File: src/rtl/lsu_stb_ctlq_if.sv
// Store-buffer control queue port bundle: M/W-stage allocation from the store
// pipeline, drain/flush controls, and the per-entry state seen by PCX issue.
interface lsu_stb_ctlq_if #(
   parameter int ENTRIES = 8,
   parameter int PTR_W   = 3,
   parameter int FLD_W   = 5
);
   logic                     alloc_m;
   logic [FLD_W-1:0]         alloc_din_m;
   logic                     alloc_ack_m;
   logic [PTR_W-1:0]         alloc_ptr;
   logic                     kill_w;
   logic                     deq;
   logic                     flush;
   logic [ENTRIES-1:0]       ent_vld;
   logic [ENTRIES-1:0]       ent_pend;
   logic [ENTRIES*FLD_W-1:0] ent_data;
   logic [PTR_W-1:0]         head_ptr;
   logic                     head_vld;
   logic [FLD_W-1:0]         head_data;
   logic [PTR_W:0]           count;
   logic                     full;
   logic                     empty;

   // Handshake: alloc_m is a request qualified in the same cycle by
   // alloc_ack_m; a store is accepted exactly when both are high at the edge.
   // kill_w applies to the store accepted one cycle earlier. deq takes effect
   // only while head_vld is high. flush overrides everything in its cycle.
   modport master (
      output alloc_m, alloc_din_m, kill_w, deq, flush,
      input  alloc_ack_m, alloc_ptr, ent_vld, ent_pend, ent_data,
             head_ptr, head_vld, head_data, count, full, empty
   );

   modport slave (
      input  alloc_m, alloc_din_m, kill_w, deq, flush,
      output alloc_ack_m, alloc_ptr, ent_vld, ent_pend, ent_data,
             head_ptr, head_vld, head_data, count, full, empty
   );
endinterface

File: src/rtl/lsu_stb_ctlq.sv
// Store-buffer control queue: in-order per-entry control records with
// speculative allocation in M, kill in W, head drain, flush and occupancy.
module lsu_stb_ctlq #(
   parameter int ENTRIES = 8,
   parameter int PTR_W   = 3,
   parameter int FLD_W   = 5
) (
   input  logic          rclk,
   input  logic          rst,
   lsu_stb_ctlq_if.slave stb
);

   localparam logic [PTR_W-1:0] PTR_ONE  = PTR_W'(1);
   localparam logic [PTR_W:0]   CNT_ONE  = (PTR_W+1)'(1);
   localparam logic [PTR_W:0]   CNT_FULL = (PTR_W+1)'(ENTRIES);

   logic [PTR_W-1:0]   wptr_q, wptr_d;
   logic [PTR_W-1:0]   rptr_q, rptr_d;
   logic [ENTRIES-1:0] vld_q, vld_d;
   logic [ENTRIES-1:0] pend_q, pend_d;
   logic [PTR_W-1:0]   pend_idx_q, pend_idx_d;
   logic               pend_live_q, pend_live_d;
   logic [PTR_W:0]     count_q, count_d;
   logic [FLD_W-1:0]   data_q [ENTRIES];

   logic                     full_w;
   logic                     empty_w;
   logic                     head_vld_w;
   logic                     ack_w;
   logic                     kill_eff_w;
   logic                     commit_w;
   logic                     deq_eff_w;
   logic [ENTRIES*FLD_W-1:0] ent_flat_w;

   always_comb begin
      full_w     = (count_q == CNT_FULL);
      empty_w    = (count_q == '0);
      head_vld_w = vld_q[rptr_q];
      // full is registered, so a same-cycle dequeue never frees a slot early.
      ack_w      = stb.alloc_m & ~full_w & ~stb.kill_w & ~stb.flush;
      kill_eff_w = pend_live_q & stb.kill_w & ~stb.flush;
      commit_w   = pend_live_q & ~stb.kill_w & ~stb.flush;
      deq_eff_w  = stb.deq & head_vld_w & ~stb.flush;
   end

   always_comb begin
      wptr_d      = wptr_q;
      rptr_d      = rptr_q;
      vld_d       = vld_q;
      pend_d      = pend_q;
      pend_idx_d  = pend_idx_q;
      pend_live_d = pend_live_q;
      count_d     = count_q;

      if (stb.flush) begin
         wptr_d      = '0;
         rptr_d      = '0;
         vld_d       = '0;
         pend_d      = '0;
         pend_live_d = 1'b0;
         count_d     = '0;
      end else begin
         // W-stage resolution of last cycle's allocation.
         if (pend_live_q) begin
            pend_d[pend_idx_q] = 1'b0;
         end
         if (commit_w) begin
            vld_d[pend_idx_q] = 1'b1;
         end
         pend_live_d = ack_w;

         // ack is gated by kill_w, so these two never coincide.
         if (ack_w) begin
            pend_d[wptr_q] = 1'b1;
            pend_idx_d     = wptr_q;
            wptr_d         = wptr_q + PTR_ONE;
            count_d        = count_d + CNT_ONE;
         end else if (kill_eff_w) begin
            wptr_d  = wptr_q - PTR_ONE;
            count_d = count_d - CNT_ONE;
         end

         if (deq_eff_w) begin
            vld_d[rptr_q] = 1'b0;
            rptr_d        = rptr_q + PTR_ONE;
            count_d       = count_d - CNT_ONE;
         end
      end
   end

   always_ff @(posedge rclk or posedge rst) begin
      if (rst) begin
         wptr_q      <= '0;
         rptr_q      <= '0;
         vld_q       <= '0;
         pend_q      <= '0;
         pend_idx_q  <= '0;
         pend_live_q <= 1'b0;
         count_q     <= '0;
      end else begin
         wptr_q      <= wptr_d;
         rptr_q      <= rptr_d;
         vld_q       <= vld_d;
         pend_q      <= pend_d;
         pend_idx_q  <= pend_idx_d;
         pend_live_q <= pend_live_d;
         count_q     <= count_d;
      end
   end

   // Killed entries keep stale fields; flush keeps all fields.
   always_ff @(posedge rclk or posedge rst) begin
      if (rst) begin
         for (int i = 0; i < ENTRIES; i++) begin
            data_q[i] <= '0;
         end
      end else if (ack_w) begin
         data_q[wptr_q] <= stb.alloc_din_m;
      end
   end

   always_comb begin
      ent_flat_w = '0;
      for (int i = 0; i < ENTRIES; i++) begin
         ent_flat_w[i*FLD_W +: FLD_W] = data_q[i];
      end
   end

   assign stb.alloc_ack_m = ack_w;
   assign stb.alloc_ptr   = wptr_q;
   assign stb.ent_vld     = vld_q;
   assign stb.ent_pend    = pend_q;
   assign stb.ent_data    = ent_flat_w;
   assign stb.head_ptr    = rptr_q;
   assign stb.head_vld    = head_vld_w;
   assign stb.head_data   = data_q[rptr_q];
   assign stb.count       = count_q;
   assign stb.full        = full_w;
   assign stb.empty       = empty_w;

endmodule

File: src/flat_wrapper.sv
// flat-port wrapper written by rule: the top's interface ports become plain ports
module lsu_stb_ctlq_flat 
#(
   parameter int ENTRIES = 8,
   parameter int PTR_W   = 3,
   parameter int FLD_W   = 5
)
  (rclk, rst, stb_alloc_m, stb_alloc_din_m, stb_kill_w, stb_deq, stb_flush, stb_alloc_ack_m, stb_alloc_ptr, stb_ent_vld, stb_ent_pend, stb_ent_data, stb_head_ptr, stb_head_vld, stb_head_data, stb_count, stb_full, stb_empty);
  lsu_stb_ctlq_if #(.ENTRIES(ENTRIES), .PTR_W(PTR_W), .FLD_W(FLD_W)) stb_i ();
  input  logic rclk;
  input  logic rst;
  input wire logic [$bits(stb_i.alloc_m)-1:0] stb_alloc_m;
  input wire logic [$bits(stb_i.alloc_din_m)-1:0] stb_alloc_din_m;
  input wire logic [$bits(stb_i.kill_w)-1:0] stb_kill_w;
  input wire logic [$bits(stb_i.deq)-1:0] stb_deq;
  input wire logic [$bits(stb_i.flush)-1:0] stb_flush;
  output wire logic [$bits(stb_i.alloc_ack_m)-1:0] stb_alloc_ack_m;
  output wire logic [$bits(stb_i.alloc_ptr)-1:0] stb_alloc_ptr;
  output wire logic [$bits(stb_i.ent_vld)-1:0] stb_ent_vld;
  output wire logic [$bits(stb_i.ent_pend)-1:0] stb_ent_pend;
  output wire logic [$bits(stb_i.ent_data)-1:0] stb_ent_data;
  output wire logic [$bits(stb_i.head_ptr)-1:0] stb_head_ptr;
  output wire logic [$bits(stb_i.head_vld)-1:0] stb_head_vld;
  output wire logic [$bits(stb_i.head_data)-1:0] stb_head_data;
  output wire logic [$bits(stb_i.count)-1:0] stb_count;
  output wire logic [$bits(stb_i.full)-1:0] stb_full;
  output wire logic [$bits(stb_i.empty)-1:0] stb_empty;
  assign stb_i.alloc_m = stb_alloc_m;
  assign stb_i.alloc_din_m = stb_alloc_din_m;
  assign stb_i.kill_w = stb_kill_w;
  assign stb_i.deq = stb_deq;
  assign stb_i.flush = stb_flush;
  assign stb_alloc_ack_m = stb_i.alloc_ack_m;
  assign stb_alloc_ptr = stb_i.alloc_ptr;
  assign stb_ent_vld = stb_i.ent_vld;
  assign stb_ent_pend = stb_i.ent_pend;
  assign stb_ent_data = stb_i.ent_data;
  assign stb_head_ptr = stb_i.head_ptr;
  assign stb_head_vld = stb_i.head_vld;
  assign stb_head_data = stb_i.head_data;
  assign stb_count = stb_i.count;
  assign stb_full = stb_i.full;
  assign stb_empty = stb_i.empty;
  lsu_stb_ctlq #(.ENTRIES(ENTRIES), .PTR_W(PTR_W), .FLD_W(FLD_W)) u_core (.rclk(rclk), .rst(rst), .stb(stb_i));
endmodule
File: config.mk
export PLATFORM = sky130hd
export DESIGN_NAME = lsu_stb_ctlq_flat
export DESIGN_NICKNAME = d
export VERILOG_FILES = /design/src/rtl/lsu_stb_ctlq_if.sv /design/src/rtl/lsu_stb_ctlq.sv /design/src/flat_wrapper.sv
export SDC_FILE = /design/constraint.sdc
export NUM_CORES = 1
export LEC_CHECK = 0
export ABC_AREA = 1
export BUFFER_PORTS_ARGS = -buffer_cell sky130_fd_sc_hd__buf_2
export CORE_AREA = 2 2 104 81
export CTS_CLUSTER_DIAMETER = 60
export DETAILED_ROUTE_END_ITERATION = 16
export DIE_AREA = 0 0 106 83
export PLACE_DENSITY = 0.72
export SYNTH_ARGS = -nofsm -noshare
export SYNTH_HDL_FRONTEND = slang
export SYNTH_SLANG_ARGS = --single-unit
export TNS_END_PERCENT = 5
File: constraint.sdc
create_clock -name rclk -period 2.5 [get_ports rclk]
set_input_delay 0.125 -clock rclk [delete_from_list [all_inputs] [get_ports rclk]]
set_output_delay 0.125 -clock rclk [all_outputs]
set_load 0.01 [all_outputs]
# Yosys cells after proc, flatten, opt, wreduce, memory -nomap -nowiden

Index checks and enable logic that the tools add are counted.

Flip-flop bits (word level): 70
Output and inout bits: 75
Bits of input ports: 11

Add/subtract/negate cells: 6
Reduce and logical (&&, ||, !) cells: 8
Order comparisons: 9
Multiplexer cells: 33
Bitwise operators: 20
Equality and inequality tests: 1

Operator list:

| operator              | count |
|---|---|
| $mux W8               | 8 |
| $bwmux W40            | 1 |
| $mux W4               | 5 |
| $and A8 B8 Y8         | 2 |
| $not A8 Y8            | 2 |
| $or A8 B8 Y8          | 2 |
| $bmux W5 S3           | 1 |
| $demux W5 S3          | 1 |
| $mux W3               | 5 |
| $mux W5               | 3 |
| $lt A3 B4 Y1 const B  | 3 |
| $and A1 B1 Y1         | 9 |
| $demux W1 S3          | 3 |
| $ge A3 B1 Y1 const B  | 3 |
| $ge A4 B4 Y1 const B  | 2 |
| $not A3 Y4            | 2 |
| $sub A4 B1 Y4 const B | 2 |
| $add A3 B1 Y3 const B | 2 |
| $mux W1               | 5 |
| $add A4 B1 Y4 const B | 1 |
| $eq A4 B4 Y1 const B  | 1 |
| $logic_and A1 B1 Y1   | 4 |
| $logic_not A4 Y1      | 1 |
| $lt A4 B1 Y1 const B  | 1 |
| other kinds (6)       | 8 |

# Logic depth before layout (Yosys ltp)

Word-level depth: 11
Mapped depth: 12
Gate-level depth less buffers: 12

# Least setup slack after synthesis

No wires, ideal clock.

Path type: flip-flop to flip-flop
From: reg u_core.count_q[0] (netlist: u_core.stb.count[0])
To: reg u_core.count_q[2] (netlist: u_core.stb.count[2])
Period minus slack after synthesis: 1887 ps
Required time: 2368 ps
Setup time: 132 ps
Buffers on the path: 1
Stages on the path, launching flop included: 12
Slack: 613 ps
Data arrival time: 1755 ps
Path through: dfrtp_1 > inv_1 > ha_1 > nand3_1 > nand2_1 > buf_2 > o21ai_1 > inv_1 > ha_1 > nand2_1 > xor2_1 > nor2_1

Word-level cells in the longest chain between the ends: 10
Elaborated cells on any way between the ends: 13
Those cells by class: add/sub (3); eq/ne (1); mux (5); bitwise (4)

RTL lines:

| item                        | RTL line            | source |
|---|---|---|
| from (decl)                 | lsu_stb_ctlq.sv:23  | `logic [PTR_W:0] count_q, count_d;` |
| from (signal assigned)      | lsu_stb_ctlq.sv:107 | `count_q <= count_d;` |
| $eq A4 B4 Y1                | lsu_stb_ctlq.sv:36  | `full_w = (count_q == CNT_FULL);` |
| $not A1 Y1                  | lsu_stb_ctlq.sv:40  | `ack_w = stb.alloc_m & ~full_w & ~stb.kill_w & ~stb.flush;` |
| $and A1 B1 Y1 (3 in series) | lsu_stb_ctlq.sv:40  |  |
| $mux W4 *                   | lsu_stb_ctlq.sv:73  | `if (ack_w) begin` |
| $mux W4 *                   | lsu_stb_ctlq.sv:55  | `if (stb.flush) begin` |
| $sub A4 B1 Y4               | lsu_stb_ctlq.sv:86  | `count_d = count_d - CNT_ONE;` |
| $mux W4 *                   | lsu_stb_ctlq.sv:83  | `if (deq_eff_w) begin` |
| $mux W4 *                   | lsu_stb_ctlq.sv:55  |  |
| net u_core.count_d[2]       | lsu_stb_ctlq.sv:23  |  |

Mark *: on every way through the listed nets, which the timed path passes. The rest lies on a longest branch. The select of a mux whose other input is x is not followed.
A chain may end at the register's enable or synchronous reset.

# Worst setup path after layout

From: reg u_core.count_q[0] (netlist: u_core.stb.count[0])
To: reg u_core.data_q (netlist bit u_core.stb.ent_data[36])

Word-level cells in the longest chain between the ends: 5

RTL lines:

| item                            | RTL line            | source |
|---|---|---|
| $eq A4 B4 Y1                    | lsu_stb_ctlq.sv:36  |  |
| $not A1 Y1                      | lsu_stb_ctlq.sv:40  |  |
| $and A1 B1 Y1 (3 in series)     | lsu_stb_ctlq.sv:40  |  |
| to (signal, indexed assignment) | lsu_stb_ctlq.sv:118 | `data_q[wptr_q] <= stb.alloc_din_m;` |
| to (decl)                       | lsu_stb_ctlq.sv:24  | `logic [FLD_W-1:0] data_q [ENTRIES];` |

No other way between the ends.

==> results.md <==
* Largest net degree at the start of global routing at 41
* Mux cell area share after synthesis at 0%
* Status: completed
* Gr usage total at 23.8%
* DR WL met2 at approximately 4.5 mm
* Switching pwr at between 1 and 1.5 mW
* Synth cell count leaders: nand2_1 (95), dfrtp_1 (70), o21ai_0 (41), o21ai_1 (37), inv_1 (35)
* Num ports at 86
* CTS Buffer Depth at 2
* Starting Density at approximately 45%
* Combinational group share of total power at approximately a quarter
* Met1 wire length at 4.68 mm
* Crit path max fanout at 14
* FF-to-FF path depth at 7
* RSZ-0062 raised after global routing: true
* Core Util, Final at between 50% and 60%
* Switching share of power at 35.2%
* Htree depth at 3
* Final TNS setup at 0 ns
* Port bufs at 85
* Largest family of logic cells by synthesized area: simple AND/OR/NAND/NOR gates
* RR Endpoint: u_core.stb.ent_data[36]
* Yosys top cell area share at 50.3%
* Worst Path Required at around 2.8 ns
* CP endpoint: u_core.stb.ent_data[36]
* Total power at 3.02 mW
* Clock power frac at 27.5%
* Post-Synth Adder-Cell Area at under 10%
* P_leak at roughly 2.2 nW
* Final setup margin at about 0.20 ns
* Share of async-settable or async-resettable flops after synthesis at between 90% and 100%
* Die area at ~8800 um2
* Vias in the first global route at 3159
* Worst hold path cell count at 2
* Reg-to-reg slack, setup at roughly 0.20 ns
* # diodes at 0
* TritonCTS Sinks at 70
* Clock-pin transition on the worst setup and hold timing paths at ~0.080 ns
* Most common cell in the netlist: nand2_1
* Hold crit path type: input port to flop
* WP data arrival at between 2 and 3 ns
* Initial antenna violation count at 0
* RePlAce Congestion at around 0.86
* Final slew viol count at 0
* Post-Synth Simple-Gate Area at a little over a fifth
* Worst slew margin at between 40 and 50%
* Mean routed wirelength per cell at approximately 16 um
* Crit Path Class: flop to flop
* CTS Buf Count at 9
* Synthesized area at 3480 um2
* DRC Markers at 0
* Synth area leader: dfrtp_1
* Layout cells sized above 1 at 25.5%
* Final Non-Filler Cells at roughly 620
* Main flop type after synthesis: dfrtp_1
* Post-synth EDFFs at 0
* Critical path launch point type: flop
* Area growth, synth to finish at 21.0%
* Worst-margin pin slew at around 0.86 ns
* Cell Rows at 28
* Ys Warns at 0
* Die width at roughly 110 um
* Pwr dens at roughly 700 nW/um2
* Tcrit/Tclk final at 92.1%
* Top post-synthesis cells by area: dfrtp_1 (50%), nand2_1 (10%), o21ai_0 (5.9%), o21ai_1 (5.3%), inv_1 (3.8%)
* Routed WL at roughly 10 mm
* IR drop worst, VDD at roughly 0.37 mV
* DR vias/cell at about 5.3
* Flops & latches, synth at 70
* HPWL Detailed at 7.23 mm
* Final hold violations at 0
* Worst-Skew Late Latency at 0.35 ns
* CTS tree: built
* DR WL met3 at roughly 800 um
* Placed Instances at 600
* Post-synthesis sequential area ratio at 50.3%
* Root buffer cell: clkbuf_8
* Routed via count at about 3300
* Synth Area in Compound Gates at about a fifth
* Iter 0 DRT Violations at roughly 180
* Nets at approximately 530
* Final ANT Viol Nets at 0
* Worst r2r src: u_core.stb.count[0]
* Post-synthesis net count at roughly 440
* Core Region at about 7700 um2
* Max-cap violations at 0
* Post-route minimum period at about 2.3 ns
* Pre-CTS WS at slightly above 0.2 ns
* Die height at 83 um
* Post-synthesis cell count at 420
* Max Clk Rate at roughly 430 MHz
* Critical Path Source: u_core.stb.count[0]
* Post-synthesis xor/xnor area fraction at less than 1%
* Flop pwr share at around half
* Endpoints failing setup at 0
* Worst clock skew at ~0.010 ns
* Top sig layer: met4
* Netlist cell types at 32
* Global-route wire length before repair at around 16 mm
* Syn Area/Cell at just over 8 um2
* Internal power at between 1.5 and 2 mW
* Grt ovf at 0
* Worst setup EP type: flop
* DR pass1 iterations at 5
==> state kept, by name (all words and copies together), names as in the netlist <==
name,count
u_core.stb.ent_data,40
u_core.stb.alloc_ptr,3
u_core.stb.head_ptr,3
u_core.pend_idx_q,3
u_core.stb.ent_pend,8
u_core.stb.ent_vld,8
u_core.pend_live_q,1
u_core.stb.count,4
==> layout by cell type, fill, tap and decap left out, types with 2 or more instances in the layout <==
master / Yosys / final
a21oi_1: 20 / 20
buf_2: 10 / 85
buf_4: 1 / 9
clkbuf_8: 0 / 9
clkinv_4: 0 / 2
clkinvlp_4: 0 / 2
dfrtp_1: 70 / 70
ha_1: 4 / 4
inv_1: 35 / 34
inv_2: 10 / 10
nand2_1: 95 / 95
nand3_1: 16 / 16
nand4_1: 9 / 9
nor2_1: 24 / 24
nor2_2: 2 / 2
nor2_4: 4 / 4
nor3_1: 5 / 5
o2111ai_1: 5 / 5
o21a_1: 11 / 11
o21ai_0: 41 / 41
o21ai_1: 37 / 37
o22ai_1: 3 / 3
xor2_1: 2 / 2
==> logic make-up (layout without fill, tap and decap cells) <==
kind of cell,Yosys count,in the layout
AO/OA/AOI/OAI,120,120
adder cells (fa/ha/maj),5,5
flip-flops,70,70
AND/OR/NAND/NOR,160,160
XOR/XNOR,2,2
buffers and inverters,63,157
==> worst min-delay path by stage <==
stage | start | to
3_5_place_dp | rst | u_core.stb.ent_data[29]
2_1_floorplan | stb_flush | u_core.stb.ent_vld[5]
4_1_cts | stb_flush | u_core.stb.count[2]
6_report | stb_flush | u_core.stb.count[2]
5_1_grt | stb_deq | u_core.stb.count[1]
3_3_place_gp | rst | u_core.stb.ent_data[29]
==> metal layers <==
layer	global-route usage, %	up-vias
met3	6.83	13
li1	-	1580
met5	0	-
met1	34.0	1559
met4	5.50	0
met2	36.1	133
==> stage by stage <==
step / area (um2) / hold WS [ns]
final: 4210 / 0.144
after global routing: 4210 / 0.161
after CTS: 4190 / 0.123
after detailed placement: 4010 / 0.350
after global placement: 4010 / 0.340
after floorplan: 3480 / 0.264
==> critical path, stage by stage (launching register included) <==
cell and delay, ns:
dfrtp_1 0.41, inv_1 0.09, ha_1 0.24, nand3_1 0.12, nand2_1 0.26, inv_4 0.24
nand4_1 0.49, o21ai_0 0.35
==> cell type report <==
class                      count  area (um2)
clock buffer                  10         128
clock inverter                 6        46.3
fill                         758        3530
inverter                      46         175
multi-input combinational    287        1480
sequential                    70        1750
tap                          105         131
timing repair buffer          95         503
==> repair_timing <==
| item | in CTS | in global routing |
|---|---|---|
| setup endpoints to repair | 0 | 12 |
| endpoints found under the hold margin | 38 | 0 |
| setup buffers | 0 | 2 |
| hold buffers | 1 | 0 |
| gates resized for setup | 0 | 1 |
==> power groups by stage <==
| stage | combinational (mW) | clock, mW | sequential, mW |
|---|---|---|---|
| after detailed placement | 0.715 | 0 | 1.48 |
| after CTS | 0.719 | 0.847 | 1.47 |
| final | 0.716 | 0.831 | 1.47 |
| after floorplan | 0.331 | 0 | 1.53 |
| after global routing | 0.803 | 0.904 | 1.49 |
| after global placement | 0.688 | 0 | 1.48 |
Note: power is estimated with default switching activity, not from simulation.
